==> config.mk <==
export PLATFORM = sky130hd
export DESIGN_NAME = wb_protocol_monitor
export DESIGN_NICKNAME = d
export VERILOG_FILES = /design/src/rtl/wb_mon_pkg.sv /design/src/rtl/wb_mon_timer.sv /design/src/rtl/wb_protocol_monitor.sv
export SDC_FILE = /design/constraint.sdc
export NUM_CORES = 1
export LEC_CHECK = 0
export ABC_AREA = 1
export ABC_CLOCK_PERIOD_IN_PS = 2200
export BUFFER_PORTS_ARGS = -buffer_cell sky130_fd_sc_hd__buf_2
export CAP_MARGIN = 0
export CORE_MARGIN = 4
export CORE_UTILIZATION = 35
export DETAILED_ROUTE_END_ITERATION = 10
export PLACE_DENSITY_LB_ADDON = 0.25
export SLEW_MARGIN = 20
export SYNTH_ARGS = -nofsm -noshare
export SYNTH_HDL_FRONTEND = slang
export SYNTH_SLANG_ARGS = --single-unit
==> constraint.sdc <==
create_clock -name i_clk -period 2.2 [get_ports i_clk]
set_input_delay 0.22 -clock i_clk [delete_from_list [all_inputs] [get_ports i_clk]]
set_output_delay 0.22 -clock i_clk [all_outputs]
set_load 0.03 [all_outputs]
==> src/rtl/wb_mon_pkg.sv <==
`default_nettype none
// +------------------------------------------------------------------+
// | Module  : wb_mon_pkg                                             |
// | Purpose : fault-bit indices, fault vector width, monitor states  |
// | Rev     : 1.0  initial release                                   |
// +------------------------------------------------------------------+
package wb_mon_pkg;

  localparam int FAULT_W = 8;

  localparam int c_bit_stb_no_cyc   = 0;
  localparam int c_bit_stall_change = 1;
  localparam int c_bit_resp_no_cyc  = 2;
  localparam int c_bit_ack_and_err  = 3;
  localparam int c_bit_count        = 4;
  localparam int c_bit_stall_limit  = 5;
  localparam int c_bit_ack_timeout  = 6;
  localparam int c_bit_cyc_hold     = 7;

  typedef enum logic [1:0] {
    ST_IDLE  = 2'd0,
    ST_BUSY  = 2'd1,
    ST_WAIT  = 2'd2,
    ST_ABORT = 2'd3
  } mon_state_t;

endpackage
`default_nettype wire

==> src/rtl/wb_mon_timer.sv <==
`default_nettype none
// +------------------------------------------------------------------+
// | Module  : wb_mon_timer                                           |
// | Purpose : saturating run-length counter; flags LIMIT consecutive |
// |           active cycles. LIMIT = 0 disables it.                  |
// | Rev     : 1.0  initial release                                   |
// +------------------------------------------------------------------+
module wb_mon_timer #(
  parameter int LIMIT = 4
) (
  input  logic i_clk,
  input  logic i_reset_n,
  input  logic i_active,
  output logic o_expired
);

  generate
    if (LIMIT == 0) begin : g_disabled
      logic w_unused;
      assign w_unused  = &{1'b0, i_clk, i_reset_n, i_active};
      assign o_expired = 1'b0;
    end else begin : g_count
      localparam int c_cw = $clog2(LIMIT + 1);

      logic [c_cw-1:0] r_count;
      logic [c_cw-1:0] w_count_next;

      // Holds at LIMIT so the flag stays asserted for as long as the run lasts.
      always_comb begin
        w_count_next = r_count;
        if (!i_active) begin
          w_count_next = '0;
        end else if (r_count != c_cw'(LIMIT)) begin
          w_count_next = r_count + 1'b1;
        end
      end

      always_ff @(posedge i_clk or negedge i_reset_n) begin
        if (!i_reset_n) begin
          r_count <= '0;
        end else begin
          r_count <= w_count_next;
        end
      end

      assign o_expired = i_active && (w_count_next == c_cw'(LIMIT));
    end
  endgenerate

endmodule
`default_nettype wire

==> src/rtl/wb_protocol_monitor.sv <==
`default_nettype none
// +------------------------------------------------------------------+
// | Module  : wb_protocol_monitor                                    |
// | Purpose : passive pipelined-Wishbone rule checker, sticky faults.|
// |           Define WBMON_CAPTURE_EN for first-fault addr/we capture|
// | Rev     : 1.0  initial release                                   |
// +------------------------------------------------------------------+
module wb_protocol_monitor
  import wb_mon_pkg::*;
#(
  parameter int AW            = 32,
  parameter int DW            = 32,
  parameter int LGDEPTH       = 4,
  parameter int MAX_STALL     = 4,
  parameter int MAX_ACK_DELAY = 10,
  parameter int OPT_RMW       = 0
) (
  input  logic               i_clk,
  input  logic               i_reset_n,
  input  logic               i_wb_cyc,
  input  logic               i_wb_stb,
  input  logic               i_wb_we,
  input  logic [AW-1:0]      i_wb_addr,
  input  logic [DW-1:0]      i_wb_data,
  input  logic [DW/8-1:0]    i_wb_sel,
  input  logic               i_wb_ack,
  input  logic               i_wb_stall,
  input  logic               i_wb_err,
  input  logic               i_clear,
  output logic               o_fault,
  output logic [FAULT_W-1:0] o_fault_vec,
  output logic [LGDEPTH-1:0] o_outstanding,
  output logic [1:0]         o_state,
  output logic [AW-1:0]      o_cap_addr,
  output logic               o_cap_we,
  output logic               o_cap_valid
);

  logic               w_accept;
  logic               w_resp;
  logic [LGDEPTH-1:0] w_reqs_next;
  logic [LGDEPTH-1:0] w_acks_next;
  logic [LGDEPTH-1:0] r_reqs;
  logic [LGDEPTH-1:0] r_acks;
  logic [LGDEPTH-1:0] r_outstanding;

  logic               r_cyc_d;
  logic               r_err_d;
  logic               r_stalled;
  logic               r_prev_we;
  logic [AW-1:0]      r_prev_addr;
  logic [DW-1:0]      r_prev_data;
  logic [DW/8-1:0]    r_prev_sel;

  mon_state_t         r_state;
  mon_state_t         w_state_next;

  logic               w_stall_active;
  logic               w_wait_active;
  logic               w_stall_expired;
  logic               w_wait_expired;
  logic [FAULT_W-1:0] w_fault_now;
  logic [FAULT_W-1:0] r_fault_vec;

  assign w_accept    = i_wb_cyc && i_wb_stb && !i_wb_stall;
  assign w_resp      = i_wb_ack || i_wb_err;
  assign w_reqs_next = i_wb_cyc ? r_reqs + LGDEPTH'(w_accept) : '0;
  assign w_acks_next = i_wb_cyc ? r_acks + LGDEPTH'(w_resp)   : '0;

  always_ff @(posedge i_clk or negedge i_reset_n) begin
    if (!i_reset_n) begin
      r_reqs        <= '0;
      r_acks        <= '0;
      r_outstanding <= '0;
      r_cyc_d       <= 1'b0;
      r_err_d       <= 1'b0;
      r_stalled     <= 1'b0;
      r_prev_we     <= 1'b0;
      r_prev_addr   <= '0;
      r_prev_data   <= '0;
      r_prev_sel    <= '0;
    end else begin
      r_reqs        <= w_reqs_next;
      r_acks        <= w_acks_next;
      r_outstanding <= w_reqs_next - w_acks_next;
      r_cyc_d       <= i_wb_cyc;
      r_err_d       <= i_wb_err;
      r_stalled     <= i_wb_cyc && i_wb_stb && i_wb_stall;
      r_prev_we     <= i_wb_we;
      r_prev_addr   <= i_wb_addr;
      r_prev_data   <= i_wb_data;
      r_prev_sel    <= i_wb_sel;
    end
  end

  always_ff @(posedge i_clk or negedge i_reset_n) begin
    if (!i_reset_n) begin
      r_state <= ST_IDLE;
    end else begin
      r_state <= w_state_next;
    end
  end

  // A bus with CYC held after an abort is not re-entered until CYC rises again.
  always_comb begin
    w_state_next = r_state;
    if (!i_wb_cyc) begin
      w_state_next = ST_IDLE;
    end else if (i_wb_err) begin
      w_state_next = ST_ABORT;
    end else begin
      case (r_state)
        ST_IDLE:  if (!r_cyc_d) w_state_next = ST_BUSY;
        ST_BUSY:  if (!i_wb_stb && (r_outstanding != '0)) w_state_next = ST_WAIT;
        ST_WAIT:  if (i_wb_stb) w_state_next = ST_BUSY;
        ST_ABORT: w_state_next = ST_IDLE;
        default:  w_state_next = ST_IDLE;
      endcase
    end
  end

  assign w_stall_active = i_wb_stb && i_wb_stall;
  assign w_wait_active  = (r_state == ST_WAIT) && !w_resp;

  wb_mon_timer #(
    .LIMIT (MAX_STALL)
  ) u_stall_timer (
    .i_clk     (i_clk),
    .i_reset_n (i_reset_n),
    .i_active  (w_stall_active),
    .o_expired (w_stall_expired)
  );

  wb_mon_timer #(
    .LIMIT (MAX_ACK_DELAY)
  ) u_wait_timer (
    .i_clk     (i_clk),
    .i_reset_n (i_reset_n),
    .i_active  (w_wait_active),
    .o_expired (w_wait_expired)
  );

  always_comb begin
    w_fault_now = '0;
    w_fault_now[c_bit_stb_no_cyc]   = i_wb_stb && !i_wb_cyc;
    w_fault_now[c_bit_stall_change] = r_stalled && i_wb_cyc &&
                                      (!i_wb_stb || (i_wb_we != r_prev_we) ||
                                       (i_wb_addr != r_prev_addr) ||
                                       (i_wb_data != r_prev_data) ||
                                       (i_wb_sel != r_prev_sel));
    w_fault_now[c_bit_resp_no_cyc]  = w_resp && !r_cyc_d;
    w_fault_now[c_bit_ack_and_err]  = i_wb_ack && i_wb_err;
    w_fault_now[c_bit_count]        = (i_wb_ack && (r_outstanding == '0)) ||
                                      (w_accept && (r_outstanding == '1));
    w_fault_now[c_bit_stall_limit]  = w_stall_expired;
    w_fault_now[c_bit_ack_timeout]  = w_wait_expired;
    w_fault_now[c_bit_cyc_hold]     = (r_err_d && i_wb_cyc) ||
                                      ((OPT_RMW == 0) && i_wb_cyc && !i_wb_stb &&
                                       (r_outstanding == '0));
  end

  // Clear drops history only; anything detected this cycle still lands.
  always_ff @(posedge i_clk or negedge i_reset_n) begin
    if (!i_reset_n) begin
      r_fault_vec <= '0;
    end else if (i_clear) begin
      r_fault_vec <= w_fault_now;
    end else begin
      r_fault_vec <= r_fault_vec | w_fault_now;
    end
  end

  assign o_fault       = |r_fault_vec;
  assign o_fault_vec   = r_fault_vec;
  assign o_outstanding = r_outstanding;
  assign o_state       = r_state;

`ifdef WBMON_CAPTURE_EN
  logic          w_req_now;
  logic          w_new_fault;
  logic [AW-1:0] r_last_addr;
  logic          r_last_we;
  logic [AW-1:0] r_cap_addr;
  logic          r_cap_we;
  logic          r_cap_valid;

  assign w_req_now   = i_wb_cyc && i_wb_stb;
  assign w_new_fault = |w_fault_now;

  always_ff @(posedge i_clk or negedge i_reset_n) begin
    if (!i_reset_n) begin
      r_last_addr <= '0;
      r_last_we   <= 1'b0;
      r_cap_addr  <= '0;
      r_cap_we    <= 1'b0;
      r_cap_valid <= 1'b0;
    end else begin
      if (w_req_now) begin
        r_last_addr <= i_wb_addr;
        r_last_we   <= i_wb_we;
      end
      if (w_new_fault && (!r_cap_valid || i_clear)) begin
        r_cap_addr  <= w_req_now ? i_wb_addr : r_last_addr;
        r_cap_we    <= w_req_now ? i_wb_we   : r_last_we;
        r_cap_valid <= 1'b1;
      end else if (i_clear) begin
        r_cap_addr  <= '0;
        r_cap_we    <= 1'b0;
        r_cap_valid <= 1'b0;
      end
    end
  end

  assign o_cap_addr  = r_cap_addr;
  assign o_cap_we    = r_cap_we;
  assign o_cap_valid = r_cap_valid;
`else
  assign o_cap_addr  = '0;
  assign o_cap_we    = 1'b0;
  assign o_cap_valid = 1'b0;
`endif

endmodule
`default_nettype wire

Yosys cells after proc, flatten, opt, wreduce, memory -nomap -nowiden
Index checks and enable logic that the tools add are counted.
- shift-type cells: 0
- mux-type cells: 13
- order comparisons: 0
- reduce and logical (&&, ||, !) cells: 35
- divide/modulo/power cells: 0
- multipliers: 0
- add/sub/neg operators: 5
- eq/ne operators: 15
- bitwise logic cells: 1
- operators by type and width (kind ; number):
    != test 32 bit ; 2
    logical AND 1 bit ; 18
    two-way mux 4 bit ; 4
    != test 4 bit (second input constant) ; 4
    two-way mux 2 bit ; 5
    adder 4 x 1 -> 4 bit ; 2
    equality test 4 bit (second input constant) ; 2
    two-way mux 8 bit ; 1
    OR 8 bit ; 1
    one-hot mux 2 bit (4 select lines) ; 1
    OR reduction 8 bit ; 1
    logical OR 1 bit ; 7
    two-way mux 3 bit ; 2
    zero test 1 bit ; 5
    adder 4 x 1 -> 4 bit (second input constant) ; 1
    equality test 2 bit (second input constant) ; 2
    zero test 4 bit ; 1
    != test 4 bit ; 1
    nonzero test 4 bit ; 1
    subtractor 4 bit ; 1
    adder 3 x 1 -> 3 bit (second input constant) ; 1
    equality test 3 bit (second input constant) ; 1
    != test 3 bit (second input constant) ; 1
    AND reduction 3 bit ; 1
    other kinds (3) ; 3
- bits in registers: 101
- bits of input ports: 77
- bits in writable memories: 0
- memory bits (read-only): 0
- latch bits: 0
- memories kept: 0
- output and inout port bits: 49

Depth between registers and ports, before layout
- depth in word-level cells: 8
- mapped depth: 12
- depth with buffers taken out: 12

Modules after synthesis
A second synthesis with hierarchy kept.
- cell total of the unflattened synthesis: 595
- area total of the unflattened synthesis: 4875.9 um2
- by module, submodules not included (module ; cells each ; times used ; area each (um2)):
    wb_protocol_monitor ; 538 ; 1 ; 4453.0
    wb_mon_timer at u_wait_timer ; 33 ; 1 ; 242.7
    wb_mon_timer at u_stall_timer ; 24 ; 1 ; 180.2

Worst setup path after synthesis
No wires, ideal clock.
- path type: input to register
- start: input port i_wb_ack
- end: register r_outstanding[3], in the netlist o_outstanding[3]
- buffers on the path: 0
- path slack: 0.309 ns
- setup time: 0.128 ns
- stages on the path: 12
- arrival time: 1.764 ns
- cells stage by stage: inv_1 nand2_1 ha_1 ha_1 nand2_1 inv_1 nor3_1 inv_1 ha_1 a21oi_1 o21ai_0 xor2_1
- word-level cells in the longest chain between the ends: 4
- RTL lines (what ; RTL line ; RTL):
    start: declaration ; wb_protocol_monitor.sv:26 ; input logic i_wb_ack,
    logical OR 1 bit ; wb_protocol_monitor.sv:66 ; assign w_resp = i_wb_ack || i_wb_err;
    adder 4 x 1 -> 4 bit ; wb_protocol_monitor.sv:68 ; assign w_acks_next = i_wb_cyc ? r_acks + LGDEPTH'(w_resp) : '0;
    two-way mux 4 bit ; wb_protocol_monitor.sv:68 ;
    via w_acks_next[2] ; wb_protocol_monitor.sv:42 ; logic [LGDEPTH-1:0] w_acks_next;
    subtractor 4 bit ; wb_protocol_monitor.sv:85 ; r_outstanding <= w_reqs_next - w_acks_next;
    end signal: assignment ; wb_protocol_monitor.sv:85 ;
    end: declaration ; wb_protocol_monitor.sv:45 ; logic [LGDEPTH-1:0] r_outstanding;
The timed path passes the listed nets, and every way through them passes these cells.
A chain may end at the register's enable or synchronous reset.

Worst setup path after layout
- start: register r_acks[0]
- end: register r_outstanding[3], in the netlist o_outstanding[3]
- word-level cells in the longest chain between the ends: 3
- RTL lines (what ; RTL line ; RTL):
    start: declaration ; wb_protocol_monitor.sv:44 ; logic [LGDEPTH-1:0] r_acks;
    start signal: assignment ; wb_protocol_monitor.sv:84 ; r_acks <= w_acks_next;
    adder 4 x 1 -> 4 bit ; wb_protocol_monitor.sv:68 ;
    two-way mux 4 bit ; wb_protocol_monitor.sv:68 ;
    via w_acks_next[2] ; wb_protocol_monitor.sv:42 ;
    subtractor 4 bit ; wb_protocol_monitor.sv:85 ;
The timed path passes the listed nets, and every way through them passes these cells.

==> impl_metrics.csv <==
group,metric,value,unit
run_status,status,"finished clean",
logic_synthesis,synth.most_common_cell,"nand2_1",
sta,min_period_over_period,0.923,
routing,wl_per_cell,11.1,µm
logic_synthesis,synthFlopType,"dfrtp_1",
sta,setup_viol,0,
critical_path,start_kind,"flip-flop",
logic_synthesis,synth-edff-count,0,
cells_and_area,drive_above_1_share,0.166,
die,initial_utilization,0.360,
cells_and_area,syn_to_final_growth,27.5,%
die,rows,42,
sta,hold_viol_final,0,
cts,numClockSinks,101,
cts,cts_tree,"yes",
placed_design,hpwlAfterDp,7460,µm
sta,rsz0062_at_grt,"false",
sta,final_max_slew_viol_count,0,
critical_path,worstPathMaxFanout,3,
grt,grt_util_all_layers,0.133,
cts,numCtsBuffers,9,
placed_design,dp.cells,856,
logic_synthesis,syn_avg_cell_area,8.21,µm²
cts,htreeDepth,3,
sta,min_period,2.03,ns
logic_synthesis,synth_top_area_share,0.523,
routing,drtAntennaViolNets,0,
logic_synthesis,yosys.area.top_type,"dfrtp_1",
grt,grt_pass1_vias,3648,
critical_path,reg2reg_slack,0.17,ns
die,die_y,125,µm
pwr,power_density,701,nW/µm²
critical_path,crit_required,2.43,ns
sta,slew_headroom,0.624,
cts,clockBufferDepth,2,
logic_synthesis,synth_seq_cells,101,
critical_path,path_class,"reg -> reg",
logic_synthesis,ys_seq_area_frac,0.523,
sta,clock_skew,0.0120,ns
sta,max_freq,492,MHz
min_path,whs_endpoint,"r_prev_data[23]",
logic_synthesis,yosys_warnings,0,
cts,cts_setup_buffers,0,
min_path,whs_path_depth,1,
routing,first_pass_iters,4,
grt,grt_first_pass_wirelength,16900,µm
critical_path,arrival,2.27,ns
critical_path,path_buf_inv,2,
logic_synthesis,yosysUniqueCellTypes,29,
cts,cts-root-buf,"clkbuf_16",
min_path,min_from,"i_wb_data[23]",
die,ios,126,
logic_synthesis,synthArstFlopShare,1.00,
critical_path,worstReg2RegEnd,"o_outstanding[3]",
cells_and_area,n_antenna_cell,0,
cells_and_area,final_nets,826,
cts,clock_latency,0.35,ns
grt,overflow,0,
flow_run,maxCapViolations,0,
cts,path_clk_slew,0.07,ns
cts,cts.repair.resized,0,
grt,grt_max_degree,61,
critical_path,crit_slowest_cell,"dfrtp_1",
routing,finalWirelength,10200,µm
logic_synthesis,synthTopCellsByArea,"dfrtp_1, nand2_1, inv_1",
placed_design,port_buffers,91,
die,dieArea,15700,µm²
sta,fin_setup_tns,0,ns
die,die_w,125,µm
routing,route.detailed.drc,0,
die,coreArea,13400,µm²
routing,vias_per_cell,4.08,
critical_path,worstReg2RegStart,"r_acks[0]",
routing,vias,3746,
critical_path,rr_worst_depth,10,
logic_synthesis,syn_inst,588,
sta,worstMarginPinSlew,0.564,ns
logic_synthesis,ys_top_cells_by_count,"nand2_1, inv_1, dfrtp_1",
cts,postCtsHoldBufs,45,
logic_synthesis,syn_area,4830,µm²
critical_path,cp_common_cell,"ha_1",
placed_design,place.gp.congestion,0.824,
routing,drt_iter0_markers,133,
pwr,vdd_drop_max,0.333,mV
cells_and_area,layout.cells.non_filler,918,
pwr,p_leak,3.47,nW
min_path,hp-class,"in -> reg",
critical_path,cp_cell_sequence,"ha_1 -> ha_1 -> nand2_1 -> inv_1 -> nor3_1 -> inv_1 -> ha_1 -> a21oi_1 -> o21ai_0 -> xor2_1",
grt,antenna_found_initial,0,
critical_path,cp_top_family,"adder cells",
critical_path,critPathMaxStageDelay,0.37,ns
critical_path,end_kind,"flip-flop",
-- sequential cells by signal, summed over array words and instances (netlist names) --
signal	flops
r_prev_addr	32
o_fault_vec	8
r_cyc_d	1
o_outstanding	4
r_reqs	4
r_prev_data	32
r_err_d	1
o_state	2
r_stalled	1
r_prev_sel	4
r_prev_we	1
u_stall_timer.g_count.r_count	3
u_wait_timer.g_count.r_count	4
r_acks	4
-- worst max-delay path by stage --
stage / slack, ns / cells after the start / endpoint / startpoint
2_1_floorplan: 0.31 / 12 / o_outstanding[3] / i_wb_ack
3_3_place_gp: 0.07 / 13 / o_outstanding[3] / i_wb_err
3_5_place_dp: -0.02 / 13 / o_outstanding[3] / i_wb_err
4_1_cts: 0.16 / 10 / o_outstanding[3] / r_acks[0]
5_1_grt: 0.004 / 10 / o_outstanding[3] / r_acks[0]
6_report: 0.17 / 10 / o_outstanding[3] / r_acks[0]
-- logic make-up (layout without fill, tap and decap cells) --
| kind of cell | count (synthesis) | after routing | synth area share |
|---|---|---|---|
| other | 1 | 34 | 0.000776 |
| buffers and inverters | 158 | 279 | 0.150 |
| XOR/XNOR | 22 | 22 | 0.0415 |
| AND/OR/NAND/NOR | 274 | 274 | 0.229 |
| AO/OA/AOI/OAI | 20 | 20 | 0.0233 |
| adder cells (fa/ha/maj) | 12 | 12 | 0.0326 |
| flip-flops | 101 | 101 | 0.523 |
-- power by group --
part	internal (mW)	leakage [nW]	switching (mW)
clock network	0.881	0.138	0.711
registers	1.97	1.22	0.0710
logic	0.256	2.11	0.430
-- per-layer routing --
| layer | global-route usage | vias up | wire [µm] | part of all wire |
|---|---|---|---|---|
| met5 | 0 | - | 0 | 0 |
| met4 | 0.0523 | 0 | 212 | 0.021 |
| met3 | 0.0320 | 16 | 532 | 0.052 |
| met2 | 0.215 | 103 | 4670 | 0.46 |
| met1 | 0.173 | 1674 | 4820 | 0.47 |
| li1 | - | 1953 | - | - |
-- layout make-up --
class | count | area (µm²)
clock buffer | 10 | 229
sequential | 101 | 2530
fill | 1311 | 7240
tap | 176 | 220
inverter | 123 | 463
timing repair buffer | 140 | 953
multi-input combinational | 362 | 1700
clock inverter | 6 | 63.8
-- layout by cell type (no fill, tap or decap) --
master         synthesis  final
dlygate4sd3_1          0     46
inv_2                  6      6
or2_0                  4      4
ha_1                  11     11
nand2_1              167    167
a22o_1                 1      1
buf_4                 34      3
buf_2                  1     90
nand2_2                1      1
inv_1                116    116
o21ai_0                6      6
nand3_2                1      1
nor4_1                 3      3
xor2_1                 5      5
xor2_2                 1      1
buf_12                 0      1
clkinv_4               0      1
fa_1                   1      1
a21oi_1                4      4
nor3_2                 1      1
nor2_2                 2      2
clkbuf_16              0      9
nor3_1                 3      3
o21ai_1                6      6
nand3_1                8      8
conb_1                 1     34
xnor2_1               16     16
bufinv_16              0      1
clkinv_2               1      3
nand4_1               10     10
o211ai_1               2      2
dfrtp_1              101    101
nor2_1                74     74
a31o_2                 1      1
clkinvlp_4             0      2
clkbuf_1               0      1
-- metrics by stage --
stage	hold slack (ns)	instance area, µm²	total power, mW	util	setup slack (ns)
after floorplan	-0.0756	4950	2.50	-	0.309
after global placement	0.250	5410	2.68	0.403	0.0735
after detailed placement	0.256	5410	2.70	0.403	-0.0161
after CTS	0.000412	6150	4.36	0.459	0.164
after global routing	0.000295	6160	4.53	0.460	0.00395
final	0.0130	6160	4.31	0.460	0.169
(Power assumes the default switching activity.)
